===== src/rtl/btn_step_ctrl.sv =====
// Button press/auto-repeat pulse generator and CPU clock-enable with single-step counting.
// Auto-repeat is built only when BTN_AUTOREPEAT_EN is defined; otherwise each press gives one pulse.
module btn_step_ctrl #(
  parameter int unsigned REPEAT_DELAY = 50_000_000,
  parameter int unsigned REPEAT_RATE  = 10_000_000
) (
  input  logic        clk,
  input  logic        rst,
  input  logic [4:0]  button,
  input  logic [7:0]  SW,
  output logic [4:0]  btn_pulse,
  output logic        sw_changed,
  output logic        cpu_en,
  output logic [15:0] step_cnt
);

  localparam int NB = 5;

  if (REPEAT_DELAY < 2 || REPEAT_RATE < 2) begin : g_param_check
    $error("btn_step_ctrl: REPEAT_DELAY and REPEAT_RATE must be at least 2");
  end

  logic [4:0]  btn_prev_q;
  logic [7:0]  sw_prev_q;
  logic [4:0]  pulse_d, pulse_q;
  logic        sw_changed_d, sw_changed_q;
  logic        cpu_en_d, cpu_en_q;
  logic [15:0] step_cnt_d, step_cnt_q;

`ifdef BTN_AUTOREPEAT_EN
  typedef enum logic [1:0] {
    S_IDLE    = 2'd0,
    S_PRESSED = 2'd1,
    S_REPEAT  = 2'd2
  } btn_state_e;

  localparam logic [31:0] DELAY_LAST = 32'(REPEAT_DELAY - 1);
  localparam logic [31:0] RATE_LAST  = 32'(REPEAT_RATE - 1);

  btn_state_e  state_q [NB];
  btn_state_e  state_d [NB];
  logic [31:0] cnt_q   [NB];
  logic [31:0] cnt_d   [NB];

  always_ff @(posedge clk) begin
    for (int i = 0; i < NB; i++) begin
      if (rst) begin
        state_q[i] <= S_IDLE;
        cnt_q[i]   <= '0;
      end else begin
        state_q[i] <= state_d[i];
        cnt_q[i]   <= cnt_d[i];
      end
    end
  end

  // A release always wins: back to IDLE with the counter cleared and no pulse.
  always_comb begin
    for (int i = 0; i < NB; i++) begin
      state_d[i] = state_q[i];
      cnt_d[i]   = cnt_q[i];
      case (state_q[i])
        S_IDLE: begin
          if (button[i] && !btn_prev_q[i]) begin
            state_d[i] = S_PRESSED;
            cnt_d[i]   = '0;
          end
        end
        S_PRESSED: begin
          if (!button[i]) begin
            state_d[i] = S_IDLE;
            cnt_d[i]   = '0;
          end else if (cnt_q[i] == DELAY_LAST) begin
            state_d[i] = S_REPEAT;
            cnt_d[i]   = '0;
          end else begin
            cnt_d[i] = cnt_q[i] + 32'd1;
          end
        end
        S_REPEAT: begin
          if (!button[i]) begin
            state_d[i] = S_IDLE;
            cnt_d[i]   = '0;
          end else if (cnt_q[i] == RATE_LAST) begin
            cnt_d[i] = '0;
          end else begin
            cnt_d[i] = cnt_q[i] + 32'd1;
          end
        end
        default: begin
          state_d[i] = S_IDLE;
          cnt_d[i]   = '0;
        end
      endcase
    end
  end

  always_comb begin
    pulse_d = '0;
    for (int i = 0; i < NB; i++) begin
      case (state_q[i])
        S_IDLE:    pulse_d[i] = button[i] && !btn_prev_q[i];
        S_PRESSED: pulse_d[i] = button[i] && (cnt_q[i] == DELAY_LAST);
        S_REPEAT:  pulse_d[i] = button[i] && (cnt_q[i] == RATE_LAST);
        default:   pulse_d[i] = 1'b0;
      endcase
    end
  end
`else
  typedef enum logic {
    S_IDLE = 1'b0,
    S_HELD = 1'b1
  } btn_state_e;

  btn_state_e state_q [NB];
  btn_state_e state_d [NB];

  always_ff @(posedge clk) begin
    for (int i = 0; i < NB; i++) begin
      if (rst) state_q[i] <= S_IDLE;
      else     state_q[i] <= state_d[i];
    end
  end

  always_comb begin
    for (int i = 0; i < NB; i++) begin
      state_d[i] = state_q[i];
      case (state_q[i])
        S_IDLE:  if (button[i] && !btn_prev_q[i]) state_d[i] = S_HELD;
        S_HELD:  if (!button[i]) state_d[i] = S_IDLE;
        default: state_d[i] = S_IDLE;
      endcase
    end
  end

  always_comb begin
    pulse_d = '0;
    for (int i = 0; i < NB; i++) begin
      if (state_q[i] == S_IDLE) pulse_d[i] = button[i] && !btn_prev_q[i];
    end
  end
`endif

  // Enable and step counter are derived from the same-edge pulse so they line up with btn_pulse.
  always_comb begin
    sw_changed_d = (SW != sw_prev_q);
    cpu_en_d     = SW[0] | pulse_d[0];
    step_cnt_d   = step_cnt_q;
    if (pulse_d[4]) begin
      step_cnt_d = '0;
    end else if (cpu_en_d && !SW[0]) begin
      step_cnt_d = step_cnt_q + 16'd1;
    end
  end

  always_ff @(posedge clk) begin
    if (rst) begin
      btn_prev_q   <= '0;
      sw_prev_q    <= '0;
      pulse_q      <= '0;
      sw_changed_q <= 1'b0;
      cpu_en_q     <= 1'b0;
      step_cnt_q   <= '0;
    end else begin
      btn_prev_q   <= button;
      sw_prev_q    <= SW;
      pulse_q      <= pulse_d;
      sw_changed_q <= sw_changed_d;
      cpu_en_q     <= cpu_en_d;
      step_cnt_q   <= step_cnt_d;
    end
  end

  assign btn_pulse  = pulse_q;
  assign sw_changed = sw_changed_q;
  assign cpu_en     = cpu_en_q;
  assign step_cnt   = step_cnt_q;

endmodule


===== config.mk =====
export PLATFORM = sky130hd
export DESIGN_NAME = btn_step_ctrl
export DESIGN_NICKNAME = d
export VERILOG_FILES = /design/src/rtl/btn_step_ctrl.sv
export SDC_FILE = /design/constraint.sdc
export NUM_CORES = 1
export LEC_CHECK = 0
export BUFFER_PORTS_ARGS = -buffer_cell sky130_fd_sc_hd__buf_4
export CAP_MARGIN = 10
export CORE_MARGIN = 1.5
export CORE_UTILIZATION = 40
export CTS_BUF_LIST = sky130_fd_sc_hd__clkbuf_16
export DETAILED_ROUTE_END_ITERATION = 6
export PLACE_DENSITY = 0.71
export SLEW_MARGIN = 10
export SYNTH_ARGS = -nofsm -noshare
export SYNTH_HDL_FRONTEND = slang
export SYNTH_SLANG_ARGS = --single-unit
export TNS_END_PERCENT = 20

===== constraint.sdc =====
create_clock -name clk -period 4.5 [get_ports clk]
set_clock_uncertainty 0.05 [all_clocks]
set_input_delay 0.675 -clock clk [delete_from_list [all_inputs] [get_ports clk]]
set_output_delay 0.675 -clock clk [all_outputs]
set_load 0.1 [all_outputs]

==> metrics.md, run 1 <==
| Metric | Value |
|---|---|
| Status | `finished, final reports clean` |
| Row count | `22` |
| Crit-path leading delay family | `simple AND/OR/NAND/NOR gates` |
| Routed WL per cell | `11.2 um` |
| Drt drc | `0` |
| Final Critical Period | `2.37 ns` |
| CP Launch Point | `SW[0]` |
| Worst vdd ir | `0.000206 V` |
| Met1 Use GR | `0.185` |
| Routed wire length | `2770 um` |
| Clock Sinks | `41` |
| Peak-usage layer in the global routing report | `met2` |
| I/O Buffers | `37` |
| Worst setup margin | `2.13 ns` |
| Warnings, synthesis | `0` |
| Slew @ Worst Pin | `0.666 ns` |
| Post-route ant nets | `0` |
| Final hold vios | `0` |
| Layout cells sized above 1 | `0.236` |
| Clk Latency, worst-skew pair | `0.28 ns` |
| Mapped cell area | `1510 um^2` |
| Pwr dens | `424 nW/um^2` |
| Syn nets | `173` |
| Placed cell count | `239` |
| GRT Util Overall | `0.149` |
| Slew HR | `0.555` |
| Largest net degree at the start of global routing | `17` |
| Crit-path max FO | `7` |
| Die span in y | `64.4 um` |
| Leakage | `0.856 nW` |
| Pins Over Slew Limit | `0` |
| Die Width | `64.4 um` |
| Vias/cell | `4.72` |
| Final Cycle Share | `0.526` |
| Resized cells post-CTS | `0` |
| Flops & latches, synth | `41` |
| CP required | `4.66 ns` |
| Max Clock Freq | `422 MHz` |
| RSZ-0062 raised after global routing | `no` |
| Max-cap viol count | `0` |
| Register area share after synthesis | `0.544` |
| Setup tns final | `0 ns` |
| CP max stage delay | `0.64 ns` |
| Cell area after placement | `1830 um^2` |
| Cts hold-fix bufs | `0` |
| Met3 usage | `0.0382` |
| DP Worst Slack | `1.85 ns` |
| Worst hold start | `state_q[3]$_SDFF_PP0_` |
| Max stage delay cell, worst path | `or4b_1` |
| Met2 GRT Util | `0.241` |
| Min-delay worst type | `flip-flop to flip-flop` |
| Clk slew on worst S/H paths | `0.06 ns` |
| Antenna violations before repair | `0` |
| Htree depth | `2` |
| First drt pass iteration count | `4` |
| CP Buf/Inv Count | `1` |
| CTS tree | `done` |
| Crit path cell chain | `buf_4 -> or4b_1 -> or4_4 -> or3_1 -> a21oi_1` |
| First-pass GRT wire length | `4780 um` |
| Design Area, Final | `2000 um^2` |
| Antenna diode count | `0` |
| Hold Slack | `0.366 ns` |
| Critical R2R Launch | `btn_prev_q[0]$_SDFF_PP0_` |
| Setup CP Type | `input port to flip-flop` |
| Fin cells | `247` |
| DRT iter0 DRCs | `40` |
| Layout area overhead | `32.7%` |
| Final GP Congestion | `0.699` |
| DP Wirelength | `1980 um` |
| Synthesized instance count | `157` |
| Overall power | `848 uW` |
| Startpoint type of the worst setup path | `input port` |
| Crit path DAT | `2.52 ns` |
| CTS buffer count | `5` |
| Via count | `1167` |
| Post-CTS setup buffer count | `0` |
| Nets | `214` |
| Longest Clk Path Bufs | `2` |
| Initial Util | `0.415` |
| Remaining global-route overflow | `0` |
| # IOs | `38` |
| Post-synth cell types | `27` |
| Final setup violation count | `0` |
| Vias in the first global route | `1061` |
| Core area | `3630 um^2` |
| Die ar. | `4150 um^2` |
| Root Driver | `clkbuf_16` |
| Mapped Avg Cell Area | `9.61 um^2` |
| Final Util | `0.551` |
| Crit end category | `flip-flop` |
-- Yosys cell counts --
cell type,instances,area (um^2)
a21o_1,1,7.51
a21oi_1,13,65.1
and2_1,1,6.26
and3_1,2,12.5
and4_1,2,17.5
clkbuf_1,2,7.51
clkbuf_2,1,5.00
dfxtp_1,41,821
ha_1,1,12.5
inv_1,11,41.3
nand2_1,7,26.3
nand2b_1,5,31.3
nand3_1,6,30.0
nand4_1,3,18.8
nand4b_1,2,17.5
nor2_1,10,37.5
nor2b_1,8,50.1
nor3_1,6,30.0
nor4_1,4,25.0
nor4b_2,1,15.0
o21ai_0,6,30.0
or2_2,1,6.26
or3_1,4,25.0
or4_4,1,11.3
or4b_1,1,10.0
xnor2_1,5,43.8
xor2_1,12,105
-- logic make-up after synthesis --
| family | share of synthesized area |
|---|---|
| buffers and inverters | 0.0357 |
| adder cells (fa/ha/maj) | 0.00829 |
| XOR/XNOR | 0.0987 |
| AND/OR/NAND/NOR | 0.245 |
| AO/OA/AOI/OAI | 0.0680 |
| flip-flops | 0.544 |
-- worst register-to-register path, delay by kind of cell, from the launching register on --
family	cells	cell delay, ns
AND/OR/NAND/NOR	3	1.57
flip-flops	1	0.33
AO/OA/AOI/OAI	1	0.13
-- registers in the layout (all words and copies together), names as in the netlist --
name,count
state_q,5
cpu_en,1
step_cnt,16
btn_prev_q,5
btn_pulse,5
sw_prev_q,8
sw_changed,1
-- worst paths after layout --
path              slack, ns                         to  cells after the start
setup reg to reg       2.34  step_cnt[15]$_SDFFE_PP0P_                      4
hold reg to reg        0.37    btn_pulse[3]$_SDFF_PP0_                      1
hold / removal         0.37    btn_pulse[3]$_SDFF_PP0_                      1
setup / recovery       2.13  step_cnt[15]$_SDFFE_PP0P_                      5
-- final cells by class --
class / instances / area, um^2
Timing Repair Buffer: 37 / 278
Tap cell: 48 / 60.1
Inverter: 11 / 41.3
Multi-Input combinational cell: 102 / 634
Sequential cell: 41 / 821
Fill cell: 345 / 1630
Clock inverter: 3 / 42.5
Clock buffer: 5 / 125
-- layout by cell type (no fill, tap or decap), types with 2 or more instances in the layout --
| cell | Yosys | routed |
|---|---|---|
| clkbuf_16 | 0 | 5 |
| nor4_1 | 4 | 4 |
| and4_1 | 2 | 2 |
| xnor2_1 | 5 | 5 |
| and3_1 | 2 | 2 |
| inv_1 | 11 | 12 |
| a21oi_1 | 13 | 13 |
| nand4_1 | 3 | 3 |
| o21ai_0 | 6 | 6 |
| buf_4 | 0 | 37 |
| or3_1 | 4 | 4 |
| dfxtp_1 | 41 | 41 |
| nand2_1 | 7 | 7 |
| nand4b_1 | 2 | 2 |
| xor2_1 | 12 | 12 |
| nor2b_1 | 8 | 8 |
| nand3_1 | 6 | 6 |
| nor3_1 | 6 | 6 |
| nand2b_1 | 5 | 5 |
| nor2_1 | 10 | 10 |
-- where the power goes --
part / total, mW / switching [mW] / internal [mW]
sequential: 0.382 / 0.00624 / 0.376
combinational: 0.0736 / 0.0496 / 0.0239
clock: 0.392 / 0.132 / 0.260
-- routing by layer --
metal / routed length [um] / part of all wire
met2: 1300 / 0.47
met1: 1340 / 0.48
met3: 91 / 0.033
met4: 32 / 0.012
met5: 0 / 0
(Power assumes the default switching activity.)
==> inputs of run 2 (changes only) <==
Settings changed: PLACE_DENSITY 0.71 to 0.73.
Clock period 4.5 ns to 2 ns, I/O delays scaled along.
==> run 2 against run 1 <==
  * Flip-flop and latch count did not move
  * Register-to-register slack got worse by 2.2 ns
  * Core utilization up 1.9 points
  * Non-clock buffer count grew 8
  * Worst setup slack worse by 2.0 ns
  * Global-route usage up 0.42 points
  * Highest routed layer unchanged
==> metrics.md, run 2 (synthesized netlist as in run 1, its figures left out) <==
| Metric | Value |
|---|---|
| Status | `finished, final reports clean (unchanged)` |
| Die ar. | `4150 um^2 (unchanged)` |
| Pins Over Slew Limit | `0 (unchanged)` |
| Crit-path max FO | `2 (was 7)` |
| Cell area after placement | `1910 um^2 (was 1830 um^2)` |
| First-pass GRT wire length | `4800 um (was 4780 um)` |
| Sw Ratio | `0.221 (was 0.222)` |
| Initial Util | `0.415 (unchanged)` |
| Min-delay worst type | `input port to flip-flop (was flip-flop to flip-flop)` |
| Resized cells post-CTS | `0 (unchanged)` |
| Design Area, Final | `2070 um^2 (was 2000 um^2)` |
| Reg power frac | `0.450 (was 0.451)` |
| Vias in the first global route | `1100 (was 1061)` |
| Clk Latency, worst-skew pair | `0.28 ns (about the same)` |
| WL met1 | `1270 um (was 1340 um)` |
| Final Cycle Share | `0.918` |
| Htree depth | `2 (unchanged)` |
| Die span in y | `64.4 um (unchanged)` |
| Clk slew on worst S/H paths | `0.06 ns (about the same)` |
| Antenna violations before repair | `0 (unchanged)` |
| CTS buffer count | `5 (unchanged)` |
| Drt drc | `0 (unchanged)` |
| Top sig layer | `met4 (unchanged)` |
| Met2 routed WL | `1470 um (was 1300 um)` |
| Routed wire length | `2920 um (was 2770 um)` |
| GRT Util Overall | `0.153 (was 0.149)` |
| Met3 wire len | `112 um (was 91 um)` |
| DP Wirelength | `2130 um (was 1980 um)` |
| Startpoint type of the worst setup path | `flip-flop (was input port)` |
| Core area | `3630 um^2 (unchanged)` |
| Via count | `1220 (was 1167)` |
| Max-cap viol count | `0 (unchanged)` |
| FILL cells | `347 (was 345)` |
| Max Clock Freq | `545 MHz` |
| Comb power frac | `0.092 (was 0.087)` |
| DRT iter0 DRCs | `49 (was 40)` |
| Die Width | `64.4 um (unchanged)` |
| Pwr dens | `922 nW/um^2 (was 424 nW/um^2)` |
| Overall power | `1.91 mW (was 848 uW)` |
| Routed WL per cell | `11.5 um (was 11.2 um)` |
| Vias/cell | `4.78 (was 4.72)` |
| Final setup violation count | `0 (unchanged)` |
| Crit path DAT | `2.00 ns (was 2.52 ns)` |
| Cts hold-fix bufs | `0 (unchanged)` |
| Most frequent cells in the layout | `45 x buf_4, 32 x dfxtp_1, 13 x a21oi_1, 12 x inv_1, 12 x xor2_1 (was 41 x dfxtp_1, 37 x buf_4, 13 x a21oi_1, 12 x inv_1, 12 x xor2_1)` |
| RSZ-0062 raised after global routing | `no (unchanged)` |
| # IOs | `38 (unchanged)` |
| First drt pass iteration count | `4 (unchanged)` |
| Clock Sinks | `41 (unchanged)` |
| Final Util | `0.570 (was 0.551)` |
| Crit end category | `flip-flop (unchanged)` |
| Largest register FFs | `16 (unchanged)` |
| I/O Buffers | `37 (unchanged)` |
| Slew HR | `0.655 (was 0.555)` |
| Worst setup margin | `0.165 ns (was 2.13 ns)` |
| Clock share of power | `0.458 (was 0.462)` |
| Net Switching | `423 uW (was 188 uW)` |
| Most common cell after layout, fill and taps aside | `buf_4 (was dfxtp_1)` |
| DP Worst Slack | `-0.127 ns (was 1.85 ns)` |
| Final Critical Period | `1.84 ns` |
| Longest Clk Path Bufs | `2 (unchanged)` |
| CP required | `2.16 ns (was 4.66 ns)` |
| Post-CTS setup buffer count | `0 (unchanged)` |
| Root Driver | `clkbuf_16 (unchanged)` |
| Final hold vios | `0 (unchanged)` |
| Worst vdd ir | `0.000566 V (was 0.000206 V)` |
| Setup CP Type | `flip-flop to flip-flop (was input port to flip-flop)` |
| Final GP Congestion | `0.751 (was 0.699)` |
| Layout cells sized above 1 | `0.309 (was 0.236)` |
| Remaining global-route overflow | `0 (unchanged)` |
| Antenna diode count | `0 (unchanged)` |
| Post-route ant nets | `0 (unchanged)` |
| Internal Power | `1.49 mW (was 660 uW)` |
| Row count | `22 (unchanged)` |
| Nets | `222 (was 214)` |
| Largest net degree at the start of global routing | `17 (unchanged)` |
| Layout area overhead | `37.3% (was 32.7%)` |
| Slew @ Worst Pin | `0.518 ns (was 0.666 ns)` |
| CTS tree | `done (unchanged)` |
| Leakage | `0.899 nW (was 0.856 nW)` |
-- run 2: critical path, cell delays in order, from the launching register on --
cell	delay [ns]
dfxtp_1	0.31
or4b_4	0.51
or4_4	0.43
or3_1	0.35
a21oi_1	0.12
-- run 2: power groups by stage --
stage | logic (mW) | clock network (mW) | registers, mW
after floorplan | 0.0490 | 0 | 0.945
after global placement | 0.175 | 0 | 0.876
after detailed placement | 0.177 | 0 | 0.877
after CTS | 0.177 | 0.890 | 0.860
after global routing | 0.188 | 0.936 | 0.863
final | 0.176 | 0.875 | 0.860
-- run 2: per-layer routing --
layer,GRT usage,up-vias
met5,0,-
met4,0.0718,0
met3,0.0590,7
met2,0.262,20
met1,0.167,565
li1,-,628
-- run 2: cell type report --
type,count,area (um^2),area share
flip-flops and latches,41,832,0.402
clock inverters,3,37.5,0.0181
well taps,48,60.1,0.0290
repair buffers,45,338,0.163
multi-input cells,102,638,0.308
clock buffers,5,125,0.0604
inverters,11,41.3,0.0199
-- run 2: path summary, 6_finish.rpt --
path / start / end / slack, ns / cells after the start
max: btn_prev_q[0]$_SDFF_PP0_ / step_cnt[15]$_SDFFE_PP0P_ / 0.16 / 4
min reg2reg: btn_prev_q[2]$_SDFF_PP0_ / btn_pulse[2]$_SDFF_PP0_ / 0.36 / 1
max reg2reg: btn_prev_q[0]$_SDFF_PP0_ / step_cnt[15]$_SDFFE_PP0P_ / 0.16 / 4
min: SW[4] / sw_prev_q[4]$_SDFF_PP0_ / 0.20 / 2
-- run 2: through the flow --
stage | std cells | setup TNS [ns] | hold slack, ns
floorplan | 157 | -0.160 | 0.329
global placement | 247 | -0.221 | 0.353
detailed placement | 247 | -0.325 | 0.359
CTS | 255 | 0 | 0.195
global route | 255 | 0 | 0.196
finish | 255 | 0 | 0.197
